File: src/rtl/rx_fifo_ctrl_pkg.sv
// Shared types and defaults for the USB receive FIFO controller.
package rx_ctrl_pkg;

  localparam int DEPTH_DEFAULT = 8;

  typedef enum logic [2:0] {
    IDLE    = 3'd0,
    RECEIVE = 3'd1,
    DONE    = 3'd2,
    ERROR   = 3'd3,
    DRAIN   = 3'd4
  } state_t;

endpackage

File: src/rtl/rx_fifo_ctrl_if.sv
// Bundle of USB RX, FIFO-port and host-side signals around the receive controller.
interface rx_fifo_ctrl_if import rx_ctrl_pkg::*; #(
  parameter int CNT_W = $clog2(DEPTH_DEFAULT + 1)
) ();

  logic             rx_byte_valid;
  logic [7:0]       rx_byte;
  logic             rx_eop;
  logic             rx_error;
  logic             fifo_w_enable;
  logic [7:0]       fifo_w_data;
  logic             fifo_r_enable;
  logic [7:0]       fifo_r_data;
  logic             fifo_full;
  logic             fifo_empty;
  logic             rd_req;
  logic [7:0]       rd_data;
  logic             rd_valid;
  logic             flush;
  logic             packet_ready;
  logic [CNT_W-1:0] rx_count;
  logic             overflow;
  logic             data_error;

  modport slave (
    input  rx_byte_valid, rx_byte, rx_eop, rx_error,
    input  fifo_r_data, fifo_full, fifo_empty, rd_req, flush,
    output fifo_w_enable, fifo_w_data, fifo_r_enable,
    output rd_data, rd_valid, packet_ready, rx_count, overflow, data_error
  );

  modport master (
    output rx_byte_valid, rx_byte, rx_eop, rx_error,
    output fifo_r_data, fifo_full, fifo_empty, rd_req, flush,
    input  fifo_w_enable, fifo_w_data, fifo_r_enable,
    input  rd_data, rd_valid, packet_ready, rx_count, overflow, data_error
  );

endinterface

File: src/rtl/rx_fifo_ctrl_occ_counter.sv
// Saturating up/down occupancy counter; simultaneous inc and dec leave it unchanged.
module rx_occ_counter #(
  parameter int DEPTH = 8,
  parameter int CNT_W = $clog2(DEPTH + 1)
) (
  input  logic             clk,
  input  logic             rst,
  input  logic             inc_i,
  input  logic             dec_i,
  input  logic             clear_i,
  output logic [CNT_W-1:0] count_o
);

  localparam logic [CNT_W-1:0] CNT_ZERO = {CNT_W{1'b0}};
  localparam logic [CNT_W-1:0] CNT_ONE  = CNT_W'(1);
  localparam logic [CNT_W-1:0] CNT_MAX  = CNT_W'(DEPTH);

  logic [CNT_W-1:0] count_q;
  logic [CNT_W-1:0] count_d;

  // next count: clear wins, then a lone inc or dec within [0, DEPTH]
  always_comb begin
    count_d = count_q;
    if (clear_i) begin
      count_d = CNT_ZERO;
    end else if (inc_i && !dec_i && (count_q != CNT_MAX)) begin
      count_d = count_q + CNT_ONE;
    end else if (dec_i && !inc_i && (count_q != CNT_ZERO)) begin
      count_d = count_q - CNT_ONE;
    end else begin
      count_d = count_q;
    end
  end

  // count register
  always_ff @(posedge clk or posedge rst) begin
    if (rst) begin
      count_q <= CNT_ZERO;
    end else begin
      count_q <= count_d;
    end
  end

  assign count_o = count_q;

endmodule

File: src/rtl/rx_fifo_ctrl.sv
// Packet-level controller for the USB receive FIFO: writes RX bytes, tracks
// occupancy and packet boundaries, returns single bytes to the host, drains on flush.
module rx_fifo_ctrl import rx_ctrl_pkg::*; #(
  parameter int DEPTH = DEPTH_DEFAULT,
  parameter int CNT_W = $clog2(DEPTH + 1)
) (
  input  logic          clk,
  input  logic          rst,
  rx_fifo_ctrl_if.slave bus
);

  localparam logic [CNT_W-1:0] CNT_ZERO = {CNT_W{1'b0}};
  localparam logic [CNT_W-1:0] CNT_ONE  = CNT_W'(1);

  state_t           state_q, state_d;
  logic [7:0]       rd_data_q, rd_data_d;
  logic             rd_valid_q, rd_valid_d;
  logic             packet_ready_q, packet_ready_d;
  logic             overflow_q, overflow_d;
  logic             data_error_q, data_error_d;
  logic             w_en_s, host_rd_s, drain_pop_s, clear_s, has_data_s;
  logic [CNT_W-1:0] count_s;

  rx_occ_counter #(.DEPTH(DEPTH), .CNT_W(CNT_W)) u_occ (
    .clk     (clk),
    .rst     (rst),
    .inc_i   (w_en_s),
    .dec_i   (bus.fifo_r_enable),
    .clear_i (clear_s),
    .count_o (count_s)
  );

  assign has_data_s = (count_s != CNT_ZERO);

  // next-state, FIFO strobes and sticky flag updates
  always_comb begin
    state_d      = state_q;
    w_en_s       = 1'b0;
    host_rd_s    = 1'b0;
    drain_pop_s  = 1'b0;
    clear_s      = 1'b0;
    overflow_d   = overflow_q;
    data_error_d = data_error_q;
    case (state_q)
      IDLE: begin
        if (bus.flush) begin
          state_d = DRAIN;
        end else if (bus.rx_byte_valid) begin
          // first byte of a packet restarts the overflow history
          w_en_s     = ~bus.fifo_full;
          overflow_d = bus.fifo_full;
          state_d    = RECEIVE;
        end else begin
          state_d = IDLE;
        end
      end
      RECEIVE: begin
        if (bus.flush) begin
          state_d = DRAIN;
        end else begin
          host_rd_s = bus.rd_req && has_data_s;
          if (bus.rx_byte_valid && !bus.rx_error) begin
            if (bus.fifo_full) begin
              overflow_d = 1'b1;
            end else begin
              w_en_s = 1'b1;
            end
          end else begin
            w_en_s = 1'b0;
          end
          if (bus.rx_error) begin
            state_d      = ERROR;
            data_error_d = 1'b1;
          end else if (bus.rx_eop) begin
            state_d = DONE;
          end else begin
            state_d = RECEIVE;
          end
        end
      end
      DONE: begin
        if (bus.flush) begin
          state_d = DRAIN;
        end else begin
          host_rd_s = bus.rd_req && has_data_s;
          if (bus.rx_byte_valid) begin
            overflow_d = 1'b1;
          end else begin
            overflow_d = overflow_q;
          end
          if (!has_data_s || (host_rd_s && (count_s == CNT_ONE))) begin
            state_d = IDLE;
          end else begin
            state_d = DONE;
          end
        end
      end
      ERROR: begin
        if (bus.flush) begin
          state_d = DRAIN;
        end else begin
          state_d = ERROR;
        end
      end
      DRAIN: begin
        if (bus.fifo_empty) begin
          state_d      = IDLE;
          clear_s      = 1'b1;
          overflow_d   = 1'b0;
          data_error_d = 1'b0;
        end else begin
          drain_pop_s = 1'b1;
        end
      end
      default: begin
        state_d = IDLE;
      end
    endcase
  end

  // read-return and packet-ready next values
  always_comb begin
    rd_valid_d     = host_rd_s;
    rd_data_d      = rd_data_q;
    packet_ready_d = (state_d == DONE);
    if (host_rd_s) begin
      rd_data_d = bus.fifo_r_data;
    end else begin
      rd_data_d = rd_data_q;
    end
  end

  // state and registered outputs
  always_ff @(posedge clk or posedge rst) begin
    if (rst) begin
      state_q        <= IDLE;
      rd_data_q      <= 8'h00;
      rd_valid_q     <= 1'b0;
      packet_ready_q <= 1'b0;
      overflow_q     <= 1'b0;
      data_error_q   <= 1'b0;
    end else begin
      state_q        <= state_d;
      rd_data_q      <= rd_data_d;
      rd_valid_q     <= rd_valid_d;
      packet_ready_q <= packet_ready_d;
      overflow_q     <= overflow_d;
      data_error_q   <= data_error_d;
    end
  end

  assign bus.fifo_w_enable = w_en_s;
  assign bus.fifo_w_data   = bus.rx_byte;
  assign bus.fifo_r_enable = host_rd_s | drain_pop_s;
  assign bus.rd_data       = rd_data_q;
  assign bus.rd_valid      = rd_valid_q;
  assign bus.packet_ready  = packet_ready_q;
  assign bus.rx_count      = count_s;
  assign bus.overflow      = overflow_q;
  assign bus.data_error    = data_error_q;

endmodule

File: src/flat_wrapper.sv
// flat-port wrapper written by rule: the top's interface ports become plain ports
module rx_fifo_ctrl_flat import rx_ctrl_pkg::*;
#(
  parameter int DEPTH = DEPTH_DEFAULT,
  parameter int CNT_W = $clog2(DEPTH + 1)
)
  (clk, rst, bus_rx_byte_valid, bus_rx_byte, bus_rx_eop, bus_rx_error, bus_fifo_r_data, bus_fifo_full, bus_fifo_empty, bus_rd_req, bus_flush, bus_fifo_w_enable, bus_fifo_w_data, bus_fifo_r_enable, bus_rd_data, bus_rd_valid, bus_packet_ready, bus_rx_count, bus_overflow, bus_data_error);
  rx_fifo_ctrl_if #(.CNT_W(CNT_W)) bus_i ();
  input  logic clk;
  input  logic rst;
  input wire logic [$bits(bus_i.rx_byte_valid)-1:0] bus_rx_byte_valid;
  input wire logic [$bits(bus_i.rx_byte)-1:0] bus_rx_byte;
  input wire logic [$bits(bus_i.rx_eop)-1:0] bus_rx_eop;
  input wire logic [$bits(bus_i.rx_error)-1:0] bus_rx_error;
  input wire logic [$bits(bus_i.fifo_r_data)-1:0] bus_fifo_r_data;
  input wire logic [$bits(bus_i.fifo_full)-1:0] bus_fifo_full;
  input wire logic [$bits(bus_i.fifo_empty)-1:0] bus_fifo_empty;
  input wire logic [$bits(bus_i.rd_req)-1:0] bus_rd_req;
  input wire logic [$bits(bus_i.flush)-1:0] bus_flush;
  output wire logic [$bits(bus_i.fifo_w_enable)-1:0] bus_fifo_w_enable;
  output wire logic [$bits(bus_i.fifo_w_data)-1:0] bus_fifo_w_data;
  output wire logic [$bits(bus_i.fifo_r_enable)-1:0] bus_fifo_r_enable;
  output wire logic [$bits(bus_i.rd_data)-1:0] bus_rd_data;
  output wire logic [$bits(bus_i.rd_valid)-1:0] bus_rd_valid;
  output wire logic [$bits(bus_i.packet_ready)-1:0] bus_packet_ready;
  output wire logic [$bits(bus_i.rx_count)-1:0] bus_rx_count;
  output wire logic [$bits(bus_i.overflow)-1:0] bus_overflow;
  output wire logic [$bits(bus_i.data_error)-1:0] bus_data_error;
  assign bus_i.rx_byte_valid = bus_rx_byte_valid;
  assign bus_i.rx_byte = bus_rx_byte;
  assign bus_i.rx_eop = bus_rx_eop;
  assign bus_i.rx_error = bus_rx_error;
  assign bus_i.fifo_r_data = bus_fifo_r_data;
  assign bus_i.fifo_full = bus_fifo_full;
  assign bus_i.fifo_empty = bus_fifo_empty;
  assign bus_i.rd_req = bus_rd_req;
  assign bus_i.flush = bus_flush;
  assign bus_fifo_w_enable = bus_i.fifo_w_enable;
  assign bus_fifo_w_data = bus_i.fifo_w_data;
  assign bus_fifo_r_enable = bus_i.fifo_r_enable;
  assign bus_rd_data = bus_i.rd_data;
  assign bus_rd_valid = bus_i.rd_valid;
  assign bus_packet_ready = bus_i.packet_ready;
  assign bus_rx_count = bus_i.rx_count;
  assign bus_overflow = bus_i.overflow;
  assign bus_data_error = bus_i.data_error;
  rx_fifo_ctrl #(.DEPTH(DEPTH), .CNT_W(CNT_W)) u_core (.clk(clk), .rst(rst), .bus(bus_i));
endmodule
File: config.mk
export PLATFORM = sky130hd
export DESIGN_NAME = rx_fifo_ctrl_flat
export DESIGN_NICKNAME = d
export VERILOG_FILES = /design/src/rtl/rx_fifo_ctrl_pkg.sv /design/src/rtl/rx_fifo_ctrl_if.sv /design/src/rtl/rx_fifo_ctrl_occ_counter.sv /design/src/rtl/rx_fifo_ctrl.sv /design/src/flat_wrapper.sv
export SDC_FILE = /design/constraint.sdc
export NUM_CORES = 1
export LEC_CHECK = 0
export ABC_CLOCK_PERIOD_IN_PS = 1900
export BUFFER_PORTS_ARGS = -buffer_cell sky130_fd_sc_hd__buf_2
export CAP_MARGIN = 20
export CORE_MARGIN = 2
export CORE_UTILIZATION = 41
export CTS_CLUSTER_SIZE = 20
export DETAILED_ROUTE_END_ITERATION = 12
export PLACE_DENSITY = 0.87
export SYNTH_ARGS = -nofsm -noshare
export SYNTH_HDL_FRONTEND = slang
export SYNTH_SLANG_ARGS = --single-unit
File: constraint.sdc
create_clock -name clk -period 1.9 [get_ports clk]
set_input_delay 0.19 -clock clk [delete_from_list [all_inputs] [get_ports clk]]
set_output_delay 0.19 -clock clk [all_outputs]
set_load 0.1 [all_outputs]
=== Word-level counts from Yosys, hierarchy flattened ===
Cells that the tools add are included.
Widths: inputs -> output; s select.

* Add/sub/neg operators: 2
* Bitwise gates (word level): 2
* Reduce and logical (&&, ||, !) cells: 20
* Multiplexer cells: 37
* Equality and inequality tests: 16

{| class="wikitable"
|+ Operator list
! operator !! count
|-
| $mux 1 || 22
|-
| $mux 3 || 6
|-
| $ne 2x2->1 const B || 8
|-
| $pmux 3 s5 || 1
|-
| $mux 4 || 3
|-
| $eq 3x2->1 const B || 3
|-
| $reduce_and 9->1 || 1
|-
| $reduce_bool 4->1 || 2
|-
| $logic_and 1x1->1 || 7
|-
| $add 4x1->4 const B || 1
|-
| $eq 4x1->1 const B || 1
|-
| $logic_not 1->1 || 4
|-
| $mux 2 || 2
|-
| $ne 4x4->1 const B || 1
|-
| $pmux 1 s2 || 2
|-
| $pmux 1 s4 || 1
|-
| $reduce_and 4->1 || 1
|-
| $sub 4x1->4 const B || 1
|-
| $eq 3x1->1 const B || 1
|-
| $eq 3x3->1 const B || 1
|-
| $logic_not 3->1 || 1
|-
| $reduce_bool 3->1 || 1
|-
| $ne 2x1->1 const B || 1
|-
| $reduce_bool 2->1 || 1
|-
| other kinds (4) || 4
|}

* Logic and storage cells: 84
* Output and inout bits: 26
* Bits in registers: 19

=== Logic depth before layout (Yosys ltp) ===
Gate-level depths: netlist of the first run.

* Depth after elaboration: 11
* Depth in mapped cells: 7
* Depth with buffers taken out: 7

=== Cells and area by module ===
From an unflattened synthesis of the first run, not the netlist that was laid out.

* Cell total of the unflattened synthesis: 112
* Area total of the unflattened synthesis: 1,178.6 um^2

{| class="wikitable"
|+ Modules (own cells, without submodules)
! module !! area each (um^2) !! cells an instance !! instances
|-
| rx_fifo_ctrl || 823.3 || 74 || 1
|-
| rx_occ_counter || 355.3 || 38 || 1
|}

=== Least setup slack after synthesis of the first run ===
No wires, ideal clock.

* Path type: register to register
* Start: reg u_core.state_q[2]
* End: reg u_core.u_occ.count_q[2], in the netlist u_core.u_occ.count_o[2]
* Period minus slack after synthesis: 3.676 ns
* Setup time: 0.094 ns
* Data required time: 1.806 ns
* Arrival: 3.582 ns
* Setup slack: -1.776 ns
* Stages on the path, launching flop included: 7
* Cell sequence: dfrtp_1 buf_2 or3b_1 nor4b_2 nand3_1 o22ai_1 mux2i_1

* Elaborated cells between the ends (all ways): 19
* Those cells by class: eq/ne (3); mux (6); bitwise (1); reduce/logical (9)

{| class="wikitable"
|+ RTL lines
! what !! line !! source
|-
| start: declaration || rx_fifo_ctrl.sv:15 || <nowiki>state_t state_q, state_d;</nowiki>
|-
| start signal: assignment || rx_fifo_ctrl.sv:143 || <nowiki>state_q <= state_d;</nowiki>
|-
| $eq 3x1->1 / $logic_not 3->1 (equally long branches) || rx_fifo_ctrl.sv:44 || <nowiki>case (state_q)</nowiki>
|-
| $pmux 1 s2 (*) || rx_fifo_ctrl.sv:44 ||
|-
| via bus_fifo_w_enable || flat_wrapper.sv:20 || <nowiki>output wire logic [$bits(bus_i.fifo_w_enable)-1:0] bus_fifo_w_enable;</nowiki>
|-
| $logic_and 1x1->1 / $logic_not 1->1 (equally long branches) || rx_fifo_ctrl_occ_counter.sv:26, rx_fifo_ctrl_occ_counter.sv:28 ||
|-
| $logic_and 1x1->1, on equally long branches || rx_fifo_ctrl_occ_counter.sv:26, rx_fifo_ctrl_occ_counter.sv:28 ||
|-
| $mux 4 / $logic_and 1x1->1 (equally long branches) || rx_fifo_ctrl_occ_counter.sv:26, rx_fifo_ctrl_occ_counter.sv:28 ||
|-
| $mux 4 / $reduce_bool 3->1 (equally long branches) || -- ||
|-
| end signal: assignment || rx_fifo_ctrl_occ_counter.sv:40 || <nowiki>count_q <= count_d;</nowiki>
|-
| end: declaration || rx_fifo_ctrl_occ_counter.sv:18 || <nowiki>logic [CNT_W-1:0] count_q;</nowiki>
|}

Mark *: on every way through the listed nets, which the timed path passes. The rest lies on a longest branch.
A chain may end at the register's enable or synchronous reset.

=== Worst setup path after layout of the first run ===
* Start: reg u_core.state_q[2]
* End: reg u_core.u_occ.count_q[2], in the netlist u_core.u_occ.count_o[2]

* Longest elaborated chain between the ends: 9
* Elaborated cells between the ends (all ways): 19
* Those cells by class: eq/ne (3); mux (6); bitwise (1); reduce/logical (9)

{| class="wikitable"
|+ RTL lines
! what !! line !! source
|-
| $eq 3x1->1 / $eq 3x2->1 (equally long branches) || rx_fifo_ctrl.sv:44 ||
|-
| $reduce_or 2->1 (no source line) || -- ||
|-
| $mux 1 || -- ||
|-
| $or 1x1->1 || rx_fifo_ctrl.sv:154 || <nowiki>assign bus.fifo_r_enable = host_rd_s | drain_pop_s;</nowiki>
|-
| $logic_not 1->1 || rx_fifo_ctrl_occ_counter.sv:26 || <nowiki>end else if (inc_i && !dec_i && (count_q != CNT_MAX)) begin</nowiki>
|-
| $logic_and 1x1->1 (2 in series) || rx_fifo_ctrl_occ_counter.sv:26 ||
|-
| $mux 4 || rx_fifo_ctrl_occ_counter.sv:26 ||
|-
| $mux 4 || rx_fifo_ctrl_occ_counter.sv:24 || <nowiki>if (clear_i) begin</nowiki>
|}

Parallel ways exist; a longest one is shown, timed or not.

==> impl_metrics.json, run 1 <==
{
  "synth_edf_count": 0,
  "crit_type": "register to register",
  "max_slew_margin_pct": 52.0,
  "yosysSeqAreaShare_pct": 45.2,
  "slew_violations": 0,
  "dr.pass1.iters": 4,
  "fin_nets": 171,
  "numPortBuffers": 34,
  "pwr-share-clk_pct": 8.4,
  "whs_ns": 0.0773,
  "synthArstFlopShare_pct": 100,
  "worstPathMaxFanout": 5,
  "dp_slack_ns": -0.0456,
  "hp-class": "input port to register",
  "gp_congestion": 0.807,
  "hpwl_mm": 1.91,
  "drive_above_1_share_pct": 53.5,
  "fin_worst_skew_ns": 0.000706,
  "place_area_um2": 1340,
  "clock_tree.root_cell": "clkbuf_4",
  "grt_pass1_wl_mm": 4.07,
  "area_growth_pct": 37.9,
  "fin_cells": 172,
  "n_antenna_cell": 0,
  "yosys.cell_types.count": 33,
  "multi_input_area_um2": 557,
  "drtAntennaViolNets": 0,
  "p_leak_nw": 0.718,
  "layout_commonest_cell": "buf_2",
  "rr_endpoint": "u_core.u_occ.count_o[2]",
  "grt_max_degree": 20,
  "vias": 917,
  "max-vdd-ir-drop_mv": 1.75,
  "nFillCells": 214,
  "wl_mm": 2.64,
  "num_io_pins": 51,
  "syn_area_per_cell_um2": 10.3,
  "power.net_switching_mw": 1.55,
  "r2r-start": "u_core.state_q[2]",
  "hold_viol": 0,
  "violations": "negative setup slack",
  "synth_ff_type": "dfrtp_1",
  "core_um2": 2450,
  "cts_tree": "yes",
  "r2r_slack_ns": -0.21,
  "antenna_found_initial": 0,
  "powerDensity_nw_per_um2": 1780,
  "numClockSinks": 19,
  "syn-num-nets": 130,
  "min_path_cells": 2,
  "p_sw_share_pct": 60.2,
  "die_area_um2": 2990,
  "design_area_um2": 1450,
  "clock.fmax_mhz": 475,
  "worst_setup_path_start_kind": "register",
  "period_share_pct": 111,
  "cp-end-kind": "register",
  "cts-buffers-inserted": 3,
  "setup_ws_ns": -0.205,
  "outcome": "finished, violations left",
  "cp_data_arrival_time_ns": 2.35,
  "dp.cells": 162,
  "die_h_um": 54.7,
  "timing.final.crit_period_ns": 2.11,
  "yosys_register_bits": 19,
  "drt_iter0_drc": 15,
  "htreeDepth": 1,
  "wire_per_inst_um": 15.4,
  "reg2reg_depth": 6,
  "post-route-util_pct": 59.1,
  "netlist_area_um2": 1050,
  "rsz0062_at_grt": "yes",
  "clkLatencyLatePin_ns": 0.31,
  "seq_area_um2": 484,
  "ys_warn_count": 0,
  "p_int_mw": 1.03,
  "synthCells": 102,
  "rows": 18,
  "viasPerCell": 5.33,
  "die_x_um": 54.7,
  "drcViolationCount": 0,
  "final_cell_mix": "buf_2, dfrtp_1, buf_4",
  "endpoint": "u_core.u_occ.count_o[2]",
  "required_ns": 2.14,
  "grt_pass1_vias": 921,
  "p_comb_share_pct": 66.2,
  "clockBufferDepth": 2,
  "crit_start": "u_core.state_q[2]",
  "tightest_slew_ns": 0.719,
  "clkTransAtPathRegs_ns": 0.11,
  "cap_viol_max_count": 0,
  "track_usage_pct": 19.7,
  "setup_violations": 6,
  "p_seq_share_pct": 25.4,
  "initial_core_util_pct": 42.9,
  "gr-total-overflow": 0
}
critical path, stage by stage (launching register included):
cell and delay [ns]:
dfrtp_1 0.41, or3b_4 0.39, buf_6 0.12, or3b_4 0.37, a211o_4 0.37, o22ai_2 0.19
mux2i_1 0.19
worst min-delay path by stage:
| stage | start | to |
|---|---|---|
| 2_1_floorplan | rst | u_core.bus.data_error |
| 3_3_place_gp | rst | u_core.u_occ.count_o[0] |
| 3_5_place_dp | rst | u_core.u_occ.count_o[0] |
| 4_1_cts | bus_fifo_r_data[0] | u_core.bus.rd_data[0] |
| 5_1_grt | bus_fifo_r_data[0] | u_core.bus.rd_data[0] |
| 6_report | bus_fifo_r_data[0] | u_core.bus.rd_data[0] |
registers in the layout (all words and copies together), names as in the netlist:
register and flops:
u_core.bus.data_error 1, u_core.bus.overflow 1, u_core.bus.packet_ready 1, u_core.bus.rd_data 8, u_core.bus.rd_valid 1, u_core.state_q 3
u_core.u_occ.count_o 4
synthesized netlist by cell type, drive strengths merged (2+ instances only):
cell	n	area (um2)
dfrtp	19	475
buf	11	75.1
nand2	10	37.5
mux2	9	101
inv	8	30.0
nand3	5	25.0
o21ai	5	25.0
ha	3	37.5
mux2i	3	30.0
or3b	3	26.3
a211o	2	17.5
nor2	2	7.51
nor3	2	10.0
nor3b	2	15.0
o22ai	2	12.5
power by group through the flow:
stage          combinational (mW)  sequential (mW)  clock [mW]
3_5_place_dp                 1.63            0.658           0
3_3_place_gp                 1.59            0.643           0
2_1_floorplan               0.478             1.57           0
5_1_grt                      1.79            0.679       0.239
6_report                     1.71            0.656       0.217
4_1_cts                      1.69            0.646       0.221
cell type report:
type | instances | area share, %
Sequential cell | 19 | 33.4
Inverter | 8 | 2.07
Multi-Input combinational cell | 63 | 38.4
Clock inverter | 1 | 0.345
Tap cell | 30 | 2.59
Clock buffer | 3 | 1.55
Timing Repair Buffer | 48 | 21.7
metal layers:
metal / track usage (%) / part of all wire (%) / wire [um]
met1: 22.9 / 40 / 1050
met2: 32.3 / 52 / 1380
met3: 4.37 / 5.8 / 152
met4: 12.5 / 2.3 / 62
met5: 0 / 0 / 0
timing repair:
action,4_1_cts,5_1_grt
setup buffers,6,0
pin swaps,5,3
endpoints found under the hold margin,11,0
hold buffers,1,0
gates resized for setup,6,5
gates cloned,0,0
endpoints found under the setup margin,13,14
cells by family after synthesis:
group           Yosys count  share of synthesized area, %
xor+xnor                  1                         0.832
flops                    19                          45.2
simple gates             30                          16.4
mux                      12                          12.5
buf+inv                  20                          10.3
compound gates           17                          11.2
fa+ha+maj                 3                          3.57
metrics by stage:
| stage | setup TNS (ns) | total power [mW] |
|---|---|---|
| 2_1_floorplan | -4.91 | 2.05 |
| 3_3_place_gp | 0 | 2.23 |
| 3_5_place_dp | -0.141 | 2.29 |
| 4_1_cts | -0.878 | 2.56 |
| 5_1_grt | -1.80 | 2.71 |
| 6_report | -0.993 | 2.58 |
Note: power is estimated with default switching activity, not from simulation.
==> run 2, diff against run 1 <==
- ABC_CLOCK_PERIOD_IN_PS: 1900 -> 2380
- CORE_UTILIZATION: 41 -> 45
- GPL_TIMING_DRIVEN: not set -> 0
- PLACE_DENSITY: 0.87 -> 0.9
- TNS_END_PERCENT: not set -> 30
- clock period: 1.9 -> 2.38 ns (I/O delays scaled with it)
==> impl_metrics.json, run 2 (synthesis gave the netlist of run 1 again) <==
{
  "crit_chain": "buf_6, or3b_4, nor4b_4, buf_2",
  "rows": 17,
  "p_leak_nw": 0.720,
  "drive_above_1_share_pct": 50.3,
  "r2r-start": "u_core.state_q[2]",
  "clockBufferDepth": 2,
  "largest_reg_flops": 8,
  "drt_iter0_drc": 27,
  "critPathTopFamily": "simple AND/OR/NAND/NOR gates",
  "r2r_slack_ns": 0.33,
  "gr-total-overflow": 0,
  "p_comb_share_pct": 66.2,
  "p_sw_share_pct": 61.9,
  "rr_endpoint": "u_core.u_occ.count_o[2]",
  "critPathMaxStageDelay_ns": 0.49,
  "area_growth_pct": 30.7,
  "pwr-share-clk_pct": 7.9,
  "die_h_um": 52.4,
  "wl_mm": 2.29,
  "reg2reg_depth": 5,
  "clkLatencyLatePin_ns": 0.29,
  "worstPathMaxFanout": 10,
  "grt_max_degree": 20,
  "period_share_pct": 96.5,
  "p_seq_share_pct": 25.9,
  "max-vdd-ir-drop_mv": 1.28,
  "power.net_switching_mw": 1.23,
  "slew_violations": 0,
  "wire_per_inst_um": 13.1,
  "worst_setup_path_start_kind": "register",
  "dp_slack_ns": 0.126,
  "cp-end-kind": "primary output",
  "rsz0062_at_grt": "no",
  "n_antenna_cell": 0,
  "die_area_um2": 2740,
  "cts-buffers-inserted": 3,
  "cts_setup_buffers": 0,
  "htreeDepth": 1,
  "drtAntennaViolNets": 0,
  "clkTransAtPathRegs_ns": 0.10,
  "cap_viol_max_count": 0,
  "cp_data_arrival_time_ns": 2.06,
  "grt_pass1_vias": 824,
  "dr.pass1.iters": 4,
  "numPortBuffers": 42,
  "antenna_found_initial": 0,
  "fin_nets": 176,
  "hp-class": "input port to asynchronous set/reset pin",
  "drcViolationCount": 0,
  "num_io_pins": 51,
  "outcome": "finished, final reports clean",
  "p_int_mw": 0.756,
  "cp_slowest_cell": "buf_2",
  "crit_type": "register to primary output",
  "hold_viol": 0,
  "final_cell_mix": "buf_2, dfrtp_1, nand2_1",
  "path_buf_inv": 2,
  "grt_pass1_wl_mm": 3.32,
  "tightest_slew_ns": 0.701,
  "max_slew_margin_pct": 53.2,
  "setup_violations": 0,
  "viasPerCell": 5.17,
  "die_x_um": 52.4,
  "clock_tree.root_cell": "clkbuf_4",
  "fin_worst_skew_ns": 0.000450,
  "numClockSinks": 19,
  "hold_buffers": 0,
  "powerDensity_nw_per_um2": 1440,
  "layout_commonest_cell": "buf_2",
  "gp_congestion": 0.866,
  "cts_tree": "yes",
  "dp.cells": 172,
  "fin_cells": 175,
  "track_usage_pct": 16.5,
  "setup_ws_ns": 0.0823,
  "hpwl_mm": 1.75,
  "p_total_mw": 1.98,
  "timing.final.crit_period_ns": 2.30,
  "core_um2": 2210,
  "required_ns": 2.14,
  "initial_core_util_pct": 47.6,
  "vias": 905,
  "clock.fmax_mhz": 435,
  "whs_ns": 0.0432
}
run 2: final cells by class:
type                       instances  area [um2]
fill                             199         837
multi-input combinational         63         508
sequential                        19         478
timing repair buffer              42         216
buffer                            11        81.3
tap                               28        35.0
inverter                           8        30.0
clock buffer                       4        26.3
run 2: worst max path at each step:
stage,from,endpoint,slack [ns],depth (start not counted)
2_1_floorplan,u_core.state_q[2],u_core.u_occ.count_o[1],-0.35,6
3_3_place_gp,u_core.u_occ.count_o[0],bus_fifo_r_enable,0.16,8
3_5_place_dp,u_core.u_occ.count_o[0],bus_fifo_r_enable,0.13,8
4_1_cts,u_core.state_q[2],bus_fifo_w_enable,0.09,4
5_1_grt,u_core.state_q[2],bus_fifo_w_enable,0.04,4
6_report,u_core.state_q[2],bus_fifo_w_enable,0.08,4
run 2: metal layers:
layer | GRT usage (%) | up-vias | wire length (um)
li1 | - | 439 | -
met4 | 4.27 | 0 | 10
met1 | 17.5 | 431 | 851
met3 | 5.43 | 2 | 134
met2 | 30.8 | 33 | 1300
met5 | 0 | - | 0
run 2: per-stage QoR:
stage          area (um2)  utilization [%]  TNS, ns
2_1_floorplan        1100                -    -1.44
3_3_place_gp         1340             60.6        0
3_5_place_dp         1340             60.6        0
4_1_cts              1370             62.0        0
5_1_grt              1380             62.2        0
6_report             1380             62.2        0
run 2: repair_timing:
item	4_1_cts	5_1_grt
pin swaps	0	0
endpoints found under the setup margin	1	1
gates resized for setup	2	1
run 2: power by group through the flow:
stage	Clock [mW]	Combinational (mW)	Sequential, mW
5_1_grt	0.174	1.37	0.531
4_1_cts	0.164	1.31	0.512
2_1_floorplan	0	0.375	1.25
3_5_place_dp	0	1.31	0.519
3_3_place_gp	0	1.28	0.510
6_report	0.157	1.31	0.512
